`src/rtl/mem_arb_pkg.sv`:
```
`default_nettype none
// ============================================================================
// Module   : mem_arb_pkg
// Brief    : Shared types and constants for the unified memory arbiter.
// Revision : 1.0 - initial release
// ============================================================================
package mem_arb_pkg;

    typedef enum logic [1:0] {
        ST_IDLE = 2'd0,
        ST_BUSY = 2'd1,
        ST_DONE = 2'd2
    } arb_state_t;

    localparam logic OWN_IF = 1'b0;
    localparam logic OWN_D  = 1'b1;

endpackage
`default_nettype wire

```
`src/rtl/mem_arb_watchdog.sv`:
```
`default_nettype none
// ============================================================================
// Module   : mem_arb_watchdog
// Brief    : Saturating wait counter; flags the last permitted BUSY cycle.
// Revision : 1.0 - initial release
// ============================================================================
module mem_arb_watchdog
    import mem_arb_pkg::*;
#(
    parameter int TIMEOUT = 16
) (
    input  logic clk,
    input  logic reset,
    input  logic clear_i,
    input  logic enable_i,
    output logic expired_o
);

    localparam int CW = $clog2(TIMEOUT);
    localparam logic [CW-1:0] LAST = CW'(TIMEOUT - 1);

    logic [CW-1:0] cnt_q;

    always_ff @(posedge clk) begin
        if (reset || clear_i) begin
            cnt_q <= '0;
        end else if (enable_i && !expired_o) begin
            cnt_q <= cnt_q + CW'(1);
        end
    end

    assign expired_o = (cnt_q == LAST);

endmodule
`default_nettype wire

```
`src/rtl/unified_mem_arbiter.sv`:
```
`default_nettype none
// ============================================================================
// Module   : unified_mem_arbiter
// Brief    : Fetch / load-store arbiter for a single unified memory port.
// Revision : 1.0 - initial release
// ============================================================================
module unified_mem_arbiter
    import mem_arb_pkg::*;
#(
    parameter int ADDR_W     = 32,
    parameter int DATA_W     = 32,
    parameter int TIMEOUT    = 16,
    parameter int MAX_STREAK = 2
) (
    input  logic                clk,
    input  logic                reset,
    input  logic                if_req,
    input  logic [ADDR_W-1:0]   if_addr,
    output logic [DATA_W-1:0]   if_rdata,
    output logic                if_ack,
    input  logic                d_req,
    input  logic                d_we,
    input  logic [ADDR_W-1:0]   d_addr,
    input  logic [DATA_W-1:0]   d_wdata,
    input  logic [DATA_W/8-1:0] d_be,
    output logic [DATA_W-1:0]   d_rdata,
    output logic                d_ack,
    output logic                err,
    output logic                timeout_flag,
    output logic                mem_req,
    output logic                mem_we,
    output logic [ADDR_W-1:0]   mem_addr,
    output logic [DATA_W-1:0]   mem_wdata,
    output logic [DATA_W/8-1:0] mem_be,
    input  logic [DATA_W-1:0]   mem_rdata,
    input  logic                mem_ready
);

    localparam int BE_W = DATA_W / 8;
    localparam int SW   = $clog2(MAX_STREAK + 1);
    localparam logic [SW-1:0] STREAK_MAX = SW'(MAX_STREAK);

    arb_state_t          state_q;
    logic                owner_q;
    logic [SW-1:0]       streak_q;
    logic                mem_req_q;
    logic                mem_we_q;
    logic [ADDR_W-1:0]   mem_addr_q;
    logic [DATA_W-1:0]   mem_wdata_q;
    logic [BE_W-1:0]     mem_be_q;
    logic [DATA_W-1:0]   rdata_q;
    logic                err_q;
    logic                tflag_q;
    logic                if_ack_q;
    logic                d_ack_q;

    logic                grant_data;
    logic                wd_expired;

    // Data wins unless fetch has already been passed over MAX_STREAK times.
    assign grant_data = d_req && !(if_req && (streak_q == STREAK_MAX));

    mem_arb_watchdog #(
        .TIMEOUT   (TIMEOUT)
    ) u_watchdog (
        .clk       (clk),
        .reset     (reset),
        .clear_i   (state_q != ST_BUSY),
        .enable_i  ((state_q == ST_BUSY) && !mem_ready),
        .expired_o (wd_expired)
    );

    always_ff @(posedge clk) begin
        if (reset) begin
            state_q     <= ST_IDLE;
            owner_q     <= OWN_IF;
            streak_q    <= '0;
            mem_req_q   <= 1'b0;
            mem_we_q    <= 1'b0;
            mem_addr_q  <= '0;
            mem_wdata_q <= '0;
            mem_be_q    <= '0;
            rdata_q     <= '0;
            err_q       <= 1'b0;
            tflag_q     <= 1'b0;
            if_ack_q    <= 1'b0;
            d_ack_q     <= 1'b0;
        end else begin
            if_ack_q <= 1'b0;
            d_ack_q  <= 1'b0;
            unique case (state_q)
                ST_IDLE: begin
                    if (grant_data) begin
                        owner_q     <= OWN_D;
                        mem_req_q   <= 1'b1;
                        mem_we_q    <= d_we;
                        mem_addr_q  <= d_addr;
                        mem_wdata_q <= d_wdata;
                        mem_be_q    <= d_be;
                        state_q     <= ST_BUSY;
                        if (!if_req) begin
                            streak_q <= '0;
                        end else if (streak_q != STREAK_MAX) begin
                            streak_q <= streak_q + SW'(1);
                        end
                    end else if (if_req) begin
                        owner_q     <= OWN_IF;
                        mem_req_q   <= 1'b1;
                        mem_we_q    <= 1'b0;
                        mem_addr_q  <= if_addr;
                        mem_wdata_q <= '0;
                        mem_be_q    <= '0;
                        state_q     <= ST_BUSY;
                        streak_q    <= '0;
                    end
                end
                ST_BUSY: begin
                    // Acks are registered here so they are high for exactly the DONE cycle.
                    if (mem_ready || wd_expired) begin
                        mem_req_q <= 1'b0;
                        state_q   <= ST_DONE;
                        if_ack_q  <= (owner_q == OWN_IF);
                        d_ack_q   <= (owner_q == OWN_D);
                        if (mem_ready) begin
                            rdata_q <= mem_we_q ? '0 : mem_rdata;
                            err_q   <= 1'b0;
                        end else begin
                            rdata_q <= '0;
                            err_q   <= 1'b1;
                            tflag_q <= 1'b1;
                        end
                    end
                end
                ST_DONE: begin
                    state_q <= ST_IDLE;
                end
                default: begin
                    state_q <= ST_IDLE;
                end
            endcase
        end
    end

    assign if_ack       = if_ack_q;
    assign d_ack        = d_ack_q;
    assign if_rdata     = rdata_q;
    assign d_rdata      = rdata_q;
    assign err          = err_q;
    assign timeout_flag = tflag_q;
    assign mem_req      = mem_req_q;
    assign mem_we       = mem_we_q;
    assign mem_addr     = mem_addr_q;
    assign mem_wdata    = mem_wdata_q;
    assign mem_be       = mem_be_q;

endmodule
`default_nettype wire

```
`config.mk`:
```
export PLATFORM = sky130hd
export DESIGN_NAME = unified_mem_arbiter
export DESIGN_NICKNAME = d
export VERILOG_FILES = /design/src/rtl/mem_arb_pkg.sv /design/src/rtl/mem_arb_watchdog.sv /design/src/rtl/unified_mem_arbiter.sv
export SDC_FILE = /design/constraint.sdc
export NUM_CORES = 1
export LEC_CHECK = 0
export BUFFER_PORTS_ARGS = -buffer_cell sky130_fd_sc_hd__clkbuf_2
export CORE_MARGIN = 2
export CORE_UTILIZATION = 25
export DETAILED_ROUTE_END_ITERATION = 8
export PLACE_DENSITY = 0.47
export SLEW_MARGIN = 20
export SYNTH_ARGS = -nofsm -noshare
export SYNTH_HDL_FRONTEND = slang
export SYNTH_SLANG_ARGS = --single-unit
```
`constraint.sdc`:
```
create_clock -name clk -period 2.2 [get_ports clk]
set_input_delay 0.44 -clock clk [delete_from_list [all_inputs] [get_ports clk]]
set_output_delay 0.44 -clock clk [all_outputs]
set_load 0.1 [all_outputs]
```
==> results.sh, run 1 <==
export IMPL_rrSetupSlack_ns=0.51
export IMPL_die_x_um=141
export IMPL_die_y_um=141
export IMPL_setup_ws_ns=0.467
export IMPL_gp_congestion=0.730
export IMPL_period_minus_slack_ns=1.73
export IMPL_stdcell_count=996
export IMPL_synth_edff_count=0
export IMPL_max_slew_margin=0.607
export IMPL_dr_pass1_iters=4
export IMPL_cap_violations=0
export IMPL_total_power_mw=7.17
export IMPL_synth_top_area_share=0.490
export IMPL_worstSetupStartpointType="flip-flop"
export IMPL_critPathMaxFanout=3
export IMPL_antenna_found_initial=0
export IMPL_power_density_nw_per_um2=1080
export IMPL_start_util=0.253
export IMPL_ioPinCount=276
export IMPL_fin_setup_tns_ns=0
export IMPL_syn_num_nets=667
export IMPL_fin_nets=890
export IMPL_avgSynthCellArea_um2=8.92
export IMPL_final_common_cell="clkbuf_2"
export IMPL_fin_crit_sh=0.788
export IMPL_synth_cell_area_um2=4700
export IMPL_endpoint_kind="primary output"
export IMPL_drt_wl_total_um=15800
export IMPL_status="finished, final reports clean"
export IMPL_cts_root_buf="clkbuf_16"
export IMPL_cp_arrival_ns=1.29
export IMPL_clkSinkCount=115
export IMPL_antenna_cells=0
export IMPL_fmax_mhz=577
export IMPL_tightest_slew_ns=0.589
export IMPL_synthArstFlopShare=0
export IMPL_synth_top_area_cell="dfxtp_1"
export IMPL_synth_area_leaders="dfxtp_1 (49%), a21oi_1 (8.2%), a22o_1 (6.0%), a311oi_1 (6.0%), nand2_1 (5.4%)"
export IMPL_coreArea_um2=18600
export IMPL_dp_final_hpwl_um=10700
export IMPL_die_area_um2=19900
export IMPL_vias_per_cell=4.93
export IMPL_hp_class="primary input to flip-flop"
export IMPL_cts_buffers=17
export IMPL_ys_types=40
export IMPL_dp_cells=965
export IMPL_crit_chain="clkbuf_2"
export IMPL_first_global_vias=4679
export IMPL_ctsHoldBuffers=0
export IMPL_syn_inst=527
export IMPL_crit_type="flip-flop to primary output"
export IMPL_ant_nets=0
export IMPL_syn_to_final_growth_pct=41.5
export IMPL_placementRows=50
export IMPL_drc=0
export IMPL_drive_above_1_share=0.430
export IMPL_vias=4913
export IMPL_grt_total_usage=0.151
export IMPL_cts_max_level=4
export IMPL_rsz0062_at_grt="no"
export IMPL_ctsResizeCount=0
export IMPL_cp_num_buf_inv=1
export IMPL_cts_tree="done"
export IMPL_clock_path_buffers=2
export IMPL_pre_cts_ws_ns=0.481
export IMPL_finalHoldViolCount=0
export IMPL_synth_seq_cells=115
export IMPL_clk_pin_slew_worst_paths_ns=0.05
export IMPL_ys_seq_area_frac=0.490
export IMPL_grt_max_degree=74
export IMPL_gr_total_overflow=0
export IMPL_routedWlPerCell_um=15.9
export IMPL_yosys_warnings=0
export IMPL_ir_worst_vdd_mv=0.469
export IMPL_path_delay_family="buffers and inverters"
export IMPL_crit_required_ns=1.76
export IMPL_cp_slowest_stage_delay_ns=0.50
export IMPL_grt_pass1_wl_um=23900
export IMPL_clk_latency_ns=0.41
export IMPL_slew_violations=0
export IMPL_slowest_stage="clkbuf_2"
export IMPL_p_leak_nw=3.08
export IMPL_cts_setup_buffers=0
export IMPL_fin_skew_ns=0.00824
export IMPL_drtIter0Drc=233
export IMPL_place_port_buffers=275
export IMPL_setup_viol=0
export IMPL_most_common_layout_cells="clkbuf_2 (275), dfxtp_1 (115), a21oi_1 (77)"
export IMPL_ys_flop_type="dfxtp_1"
## logic make-up after synthesis
| kind of cell | share of synthesized area |
|---|---|
| buffers and inverters | 0.103 |
| AO/OA/AOI/OAI | 0.267 |
| adder cells (fa/ha/maj) | 0.00532 |
| flip-flops | 0.490 |
| AND/OR/NAND/NOR | 0.135 |
## metrics by stage
step	hold WS, ns	utilization	instance area (µm²)
finish	0.250	0.358	6650
floorplan	0.410	-	4700
CTS	0.227	0.358	6650
global route	0.238	0.358	6650
detailed placement	0.453	0.325	6040
global placement	0.447	0.325	6040
## final timing paths
path	startpoint	end	depth (start not counted)
setup / recovery	mem_we$_SDFFE_PP0P_	mem_we	1
hold / removal	mem_rdata[4]	d_rdata[4]$_SDFFE_PP0P_	2
setup reg to reg	streak_q[0]$_SDFFE_PP0P_	mem_addr[5]$_SDFFE_PP0P_	6
hold reg to reg	owner_q$_SDFFE_PP0P_	if_ack$_SDFF_PP0_	1
## synth_stat cells (all sizes together), types with 4 or more instances
cell    number
buf         65
clkbuf      20
inv          4
o21ai       42
a21oi       78
nand4       38
nor2         5
a22o        32
dfxtp      115
nand2       69
a311oi      32
## layout make-up
cell class,instances,area [µm²]
Clock buffer,22,484
Inverter,4,15.0
Timing Repair Buffer,289,1510
Fill cell,1941,11900
Tap cell,234,293
Multi-Input combinational cell,323,1920
Clock inverter,9,126
Sequential cell,115,2300
## where the power goes
part / internal [mW] / total [mW] / switching (mW)
sequential: 2.23 / 2.32 / 0.0888
combinational: 0.358 / 1.99 / 1.63
clock: 1.89 / 2.86 / 0.967
## routing by layer
metal  track usage  routed length [µm]  vias up
met2         0.256                7660      204
li1              -                   -     2356
met4        0.0537                 209        0
met1         0.178                6790     2336
met3        0.0520                1150       17
met5             0                   0        -
## sequential cells by signal, summed over array words and instances, names as in the netlist
| name | flops |
|---|---|
| d_rdata | 32 |
| mem_addr | 32 |
| mem_wdata | 32 |
| mem_be | 4 |
| u_watchdog.cnt_q | 4 |
| state_q | 2 |
| streak_q | 2 |
| d_ack | 1 |
| err | 1 |
| if_ack | 1 |
| mem_req | 1 |
| mem_we | 1 |
| owner_q | 1 |
| timeout_flag | 1 |
Note: power is estimated with default switching activity, not from simulation.
==> inputs of run 2 (changes only) <==
Settings changed: PLACE_DENSITY 0.47 to 0.49.
Clock period 2.2 ns to 1.5 ns, I/O delays scaled along.
==> results.sh, run 2 (same netlist as run 1, synthesis figures left out) <==
export IMPL_ioPinCount=276
export IMPL_die_x_um=141
export IMPL_endpoint_kind="primary output"
export IMPL_fin_nets=912
export IMPL_cp_slowest_stage_delay_ns=0.45
export IMPL_r2r_start="streak_q[0]$_SDFFE_PP0P_"
export IMPL_clk_pin_slew_worst_paths_ns=0.06
export IMPL_grt_max_degree=52
export IMPL_crit_cells=1
export IMPL_coreArea_um2=18600
export IMPL_antenna_cells=0
export IMPL_path_delay_family="buffers and inverters"
export IMPL_vias_per_cell=4.87
export IMPL_setup_viol=0
export IMPL_max_slew_margin=0.632
export IMPL_clkSinkCount=115
export IMPL_final_core_util=0.398
export IMPL_drt_wl_total_um=16600
export IMPL_antenna_found_initial=0
export IMPL_ir_worst_vdd_mv=0.755
export IMPL_period_minus_slack_ns=1.46
export IMPL_cp_num_buf_inv=1
export IMPL_ctsHoldBuffers=0
export IMPL_fmax_mhz=685
export IMPL_first_global_vias=4838
export IMPL_vias=4959
export IMPL_cts_tree="done"
export IMPL_cts_root_buf="clkbuf_16"
export IMPL_cts_buffers=17
export IMPL_crit_type="flip-flop to primary output"
export IMPL_fin_crit_sh=0.973
export IMPL_crit_required_ns=1.20
export IMPL_startpoint="d_ack$_SDFF_PP0_"
export IMPL_routedWlPerCell_um=16.2
export IMPL_die_area_um2=19900
export IMPL_p_leak_nw=3.32
export IMPL_power_density_nw_per_um2=1450
export IMPL_gp_congestion=0.734
export IMPL_hp_class="primary input to flip-flop"
export IMPL_cp_arrival_ns=1.16
export IMPL_tightest_slew_ns=0.554
export IMPL_rsz0062_at_grt="yes"
export IMPL_dp_final_hpwl_um=10900
export IMPL_rr_endpoint="mem_addr[1]$_SDFFE_PP0P_"
export IMPL_grt_pass1_wl_um=25700
export IMPL_final_common_cell="clkbuf_2"
export IMPL_status="finished, final reports clean"
export IMPL_most_common_layout_cells="clkbuf_2 (138), clkbuf_4 (90), dfxtp_1 (81)"
export IMPL_grt_total_usage=0.162
export IMPL_crit_chain="clkbuf_2"
export IMPL_slew_violations=0
export IMPL_start_util=0.253
export IMPL_critPathMaxFanout=1
export IMPL_die_y_um=141
export IMPL_fin_skew_ns=0.0143
export IMPL_finalHoldViolCount=0
export IMPL_syn_to_final_growth_pct=57.4
export IMPL_gr_total_overflow=0
export IMPL_ant_nets=0
export IMPL_place_port_buffers=275
export IMPL_crit_end="d_ack"
export IMPL_clk_latency_ns=0.42
export IMPL_placementRows=50
export IMPL_dr_pass1_iters=4
export IMPL_drive_above_1_share=0.508
export IMPL_worstSetupStartpointType="flip-flop"
export IMPL_drc=0
export IMPL_clock_path_buffers=2
export IMPL_total_power_mw=10.7
export IMPL_cts_max_level=4
export IMPL_cap_violations=0
export IMPL_drtIter0Drc=236
export IMPL_worst_r2r_path_depth=7
export IMPL_rrSetupSlack_ns=0.06
export IMPL_slowest_stage="clkbuf_2"
-- run 2: changes by cell type in the layout (fill, tap and decap cells not counted), sizes merged --
cell / before / now
buf: 14 / 82
clkbuf: 297 / 253
bufinv: 3 / 2
clkinvlp: 1 / 2
inv: 5 / 4
-- run 2: where the power goes --
part	switching (mW)	leakage [nW]	total, mW	internal, mW
combinational	2.44	2.07	3.18	0.744
sequential	0.126	0.959	3.41	3.28
clock	1.46	0.292	4.12	2.66
-- run 2: metrics by stage --
stage	hold WS, ns	setup TNS (ns)	instances	setup slack, ns	instance area, µm²
after global placement	0.459	0	980	0.0299	6390
after detailed placement	0.462	0	980	0.0110	6390
after global routing	0.0891	-0.153	1019	-0.0341	7400
after floorplan	0.397	0	527	0.0331	4740
after CTS	0.0793	0	1012	0.00457	7220
final	0.105	0	1019	0.0405	7400
-- run 2: per-layer routing --
| metal | GRT usage | wire length, µm | up-vias |
|---|---|---|---|
| li1 | - | - | 2410 |
| met1 | 0.197 | 7150 | 2325 |
| met2 | 0.266 | 7850 | 203 |
| met3 | 0.0526 | 1250 | 21 |
| met4 | 0.0616 | 304 | 0 |
| met5 | 0 | 0 | - |
-- run 2: layout make-up --
| type | count | area [µm²] |
|---|---|---|
| sequential | 115 | 2340 |
| clock buffer | 24 | 502 |
| timing repair buffer | 311 | 2130 |
| multi-input combinational | 323 | 2020 |
| tap | 234 | 293 |
| clock inverter | 8 | 98.8 |
| fill | 1904 | 11200 |
| inverter | 4 | 15.0 |
-- run 2: how the worst min path moves through the flow --
stage | start | endpoint | cells past startpoint | slack [ns]
finish | mem_rdata[1] | d_rdata[1]$_SDFFE_PP0P_ | 2 | 0.11
global route | mem_rdata[13] | d_rdata[13]$_SDFFE_PP0P_ | 2 | 0.09
CTS | mem_rdata[22] | d_rdata[22]$_SDFFE_PP0P_ | 2 | 0.08
detailed placement | d_rdata[9]$_SDFFE_PP0P_ | d_rdata[9]$_SDFFE_PP0P_ | 1 | 0.46
global placement | d_rdata[28]$_SDFFE_PP0P_ | d_rdata[28]$_SDFFE_PP0P_ | 1 | 0.46
floorplan | mem_ready | err$_SDFFE_PP0P_ | 1 | 0.40
-- run 2: repair_timing --
item	in CTS	in global routing
resized for setup	91	26
buffers inserted	0	5
gates cloned	0	2
setup endpoints to repair	91	37
pin swaps	0	9
hold endpoints to repair	0	0
==> inputs of run 3 (changes only) <==
Settings changed: CAP_MARGIN from default to 5, CORE_UTILIZATION 25 to 39, PLACE_DENSITY 0.49 to 0.72.
==> results.sh, run 3 (same netlist as run 1, synthesis figures left out) <==
export IMPL_dp_cells=884
export IMPL_clk_pin_slew_worst_paths_ns=0.05
export IMPL_area_sequential_um2=2340
export IMPL_fillers=1023
export IMPL_finalInstanceArea_um2=7280
export IMPL_grt_total_usage=0.218
export IMPL_cts_tree="done"
export IMPL_die_x_um=114
export IMPL_antenna_found_initial=0
export IMPL_slew_violations=0
export IMPL_period_minus_slack_ns=1.50
export IMPL_cts_buffers=17
export IMPL_antenna_cells=0
export IMPL_rsz0062_at_grt="yes"
export IMPL_max_slew_margin=0.635
export IMPL_gp_congestion=0.754
export IMPL_hp_class="primary input to flip-flop"
export IMPL_clk_latency_ns=0.41
export IMPL_multi_input_area_um2=2030
export IMPL_stdcell_count=923
export IMPL_die_area_um2=12900
export IMPL_vias_per_cell=5.38
export IMPL_cts_root_buf="clkbuf_16"
export IMPL_fin_skew_ns=0.00611
export IMPL_place_port_buffers=275
export IMPL_final_common_cell="clkbuf_2"
export IMPL_cp_slowest_stage_delay_ns=0.33
export IMPL_dp_final_hpwl_um=9650
export IMPL_status="finished, final reports clean"
export IMPL_ioPinCount=276
export IMPL_endpoint_kind="flip-flop"
export IMPL_cp_arrival_ns=1.81
export IMPL_drt_wl_total_um=14800
export IMPL_worstSetupStartpointType="flip-flop"
export IMPL_place_area_um2=6160
export IMPL_start_util=0.396
export IMPL_crit_required_ns=1.82
export IMPL_grt_max_degree=74
export IMPL_drc=0
export IMPL_ir_worst_vdd_mv=0.755
export IMPL_fmax_mhz=668
export IMPL_grt_pass1_wl_um=22600
export IMPL_slowest_stage="dfxtp_2"
export IMPL_tightest_slew_ns=0.547
export IMPL_clock_path_buffers=2
export IMPL_fin_nets=903
export IMPL_final_core_util=0.614
export IMPL_rrSetupSlack_ns=0.003
export IMPL_fin_setup_tns_ns=0
export IMPL_coreArea_um2=11900
export IMPL_crit_chain="inv_2 -> ha_4 -> a21boi_4 -> bufbuf_16 -> nand2_1 -> a311oi_2"
export IMPL_path_delay_family="compound AO/OA/AOI/OAI gates"
export IMPL_drtIter0Drc=318
export IMPL_finalHoldViolCount=0
export IMPL_drive_above_1_share=0.509
export IMPL_cts_max_level=4
export IMPL_clkSinkCount=115
export IMPL_ant_nets=0
export IMPL_cap_violations=0
export IMPL_p_leak_nw=3.30
export IMPL_critPathMaxFanout=8
export IMPL_hold_ws_ns=0.111
export IMPL_most_common_layout_cells="clkbuf_2 (137), clkbuf_4 (108), dfxtp_1 (81)"
export IMPL_fin_crit_sh=0.998
export IMPL_placementRows=40
export IMPL_die_y_um=114
export IMPL_setup_viol=0
export IMPL_gr_total_overflow=0
export IMPL_pre_cts_ws_ns=-0.0161
export IMPL_cp_num_buf_inv=2
export IMPL_vias=4969
export IMPL_first_global_vias=4704
export IMPL_power_density_nw_per_um2=1460
export IMPL_crit_type="flip-flop to flip-flop"
export IMPL_syn_to_final_growth_pct=55.0
export IMPL_dr_pass1_iters=4
export IMPL_ctsHoldBuffers=0
export IMPL_total_power_mw=10.6
export IMPL_routedWlPerCell_um=16.0
export IMPL_setup_ws_ns=0.00305
[run 3: per-layer routing]
metal	global-route usage	vias to the layer above	share of wire
met3	0.0707	26	0.085
met2	0.393	242	0.51
met5	0	-	0
li1	-	2392	-
met1	0.240	2309	0.38
met4	0.0821	0	0.017
[run 3: repair_timing]
| item | in CTS | in global routing |
|---|---|---|
| pin swaps | 2 | 16 |
| buffers inserted | 0 | 3 |
| resized for setup | 113 | 23 |
| setup endpoints to repair | 110 | 36 |
| gates cloned | 2 | 2 |
[run 3: final timing paths]
kind	startpoint	to	cells after the start
worst max-delay path	streak_q[0]$_SDFFE_PP0P_	mem_addr[28]$_SDFFE_PP0P_	6
worst min-delay path	mem_rdata[25]	d_rdata[25]$_SDFFE_PP0P_	2
worst max register to register	streak_q[0]$_SDFFE_PP0P_	mem_addr[28]$_SDFFE_PP0P_	6
worst min register to register	d_rdata[25]$_SDFFE_PP0P_	d_rdata[25]$_SDFFE_PP0P_	1
[run 3: report_power, final]
group          internal [mW]  switching [mW]
combinational          0.741            2.42
sequential              3.28           0.131
clock                   2.72            1.33
total                   6.75            3.88
[run 3: layout make-up]
class,count,share of cell area
Tap cell,147,0.0252
Clock inverter,10,0.0179
Multi-Input combinational cell,323,0.278
Timing Repair Buffer,302,0.289
Clock buffer,22,0.0651
Inverter,4,0.00206
Sequential cell,115,0.322
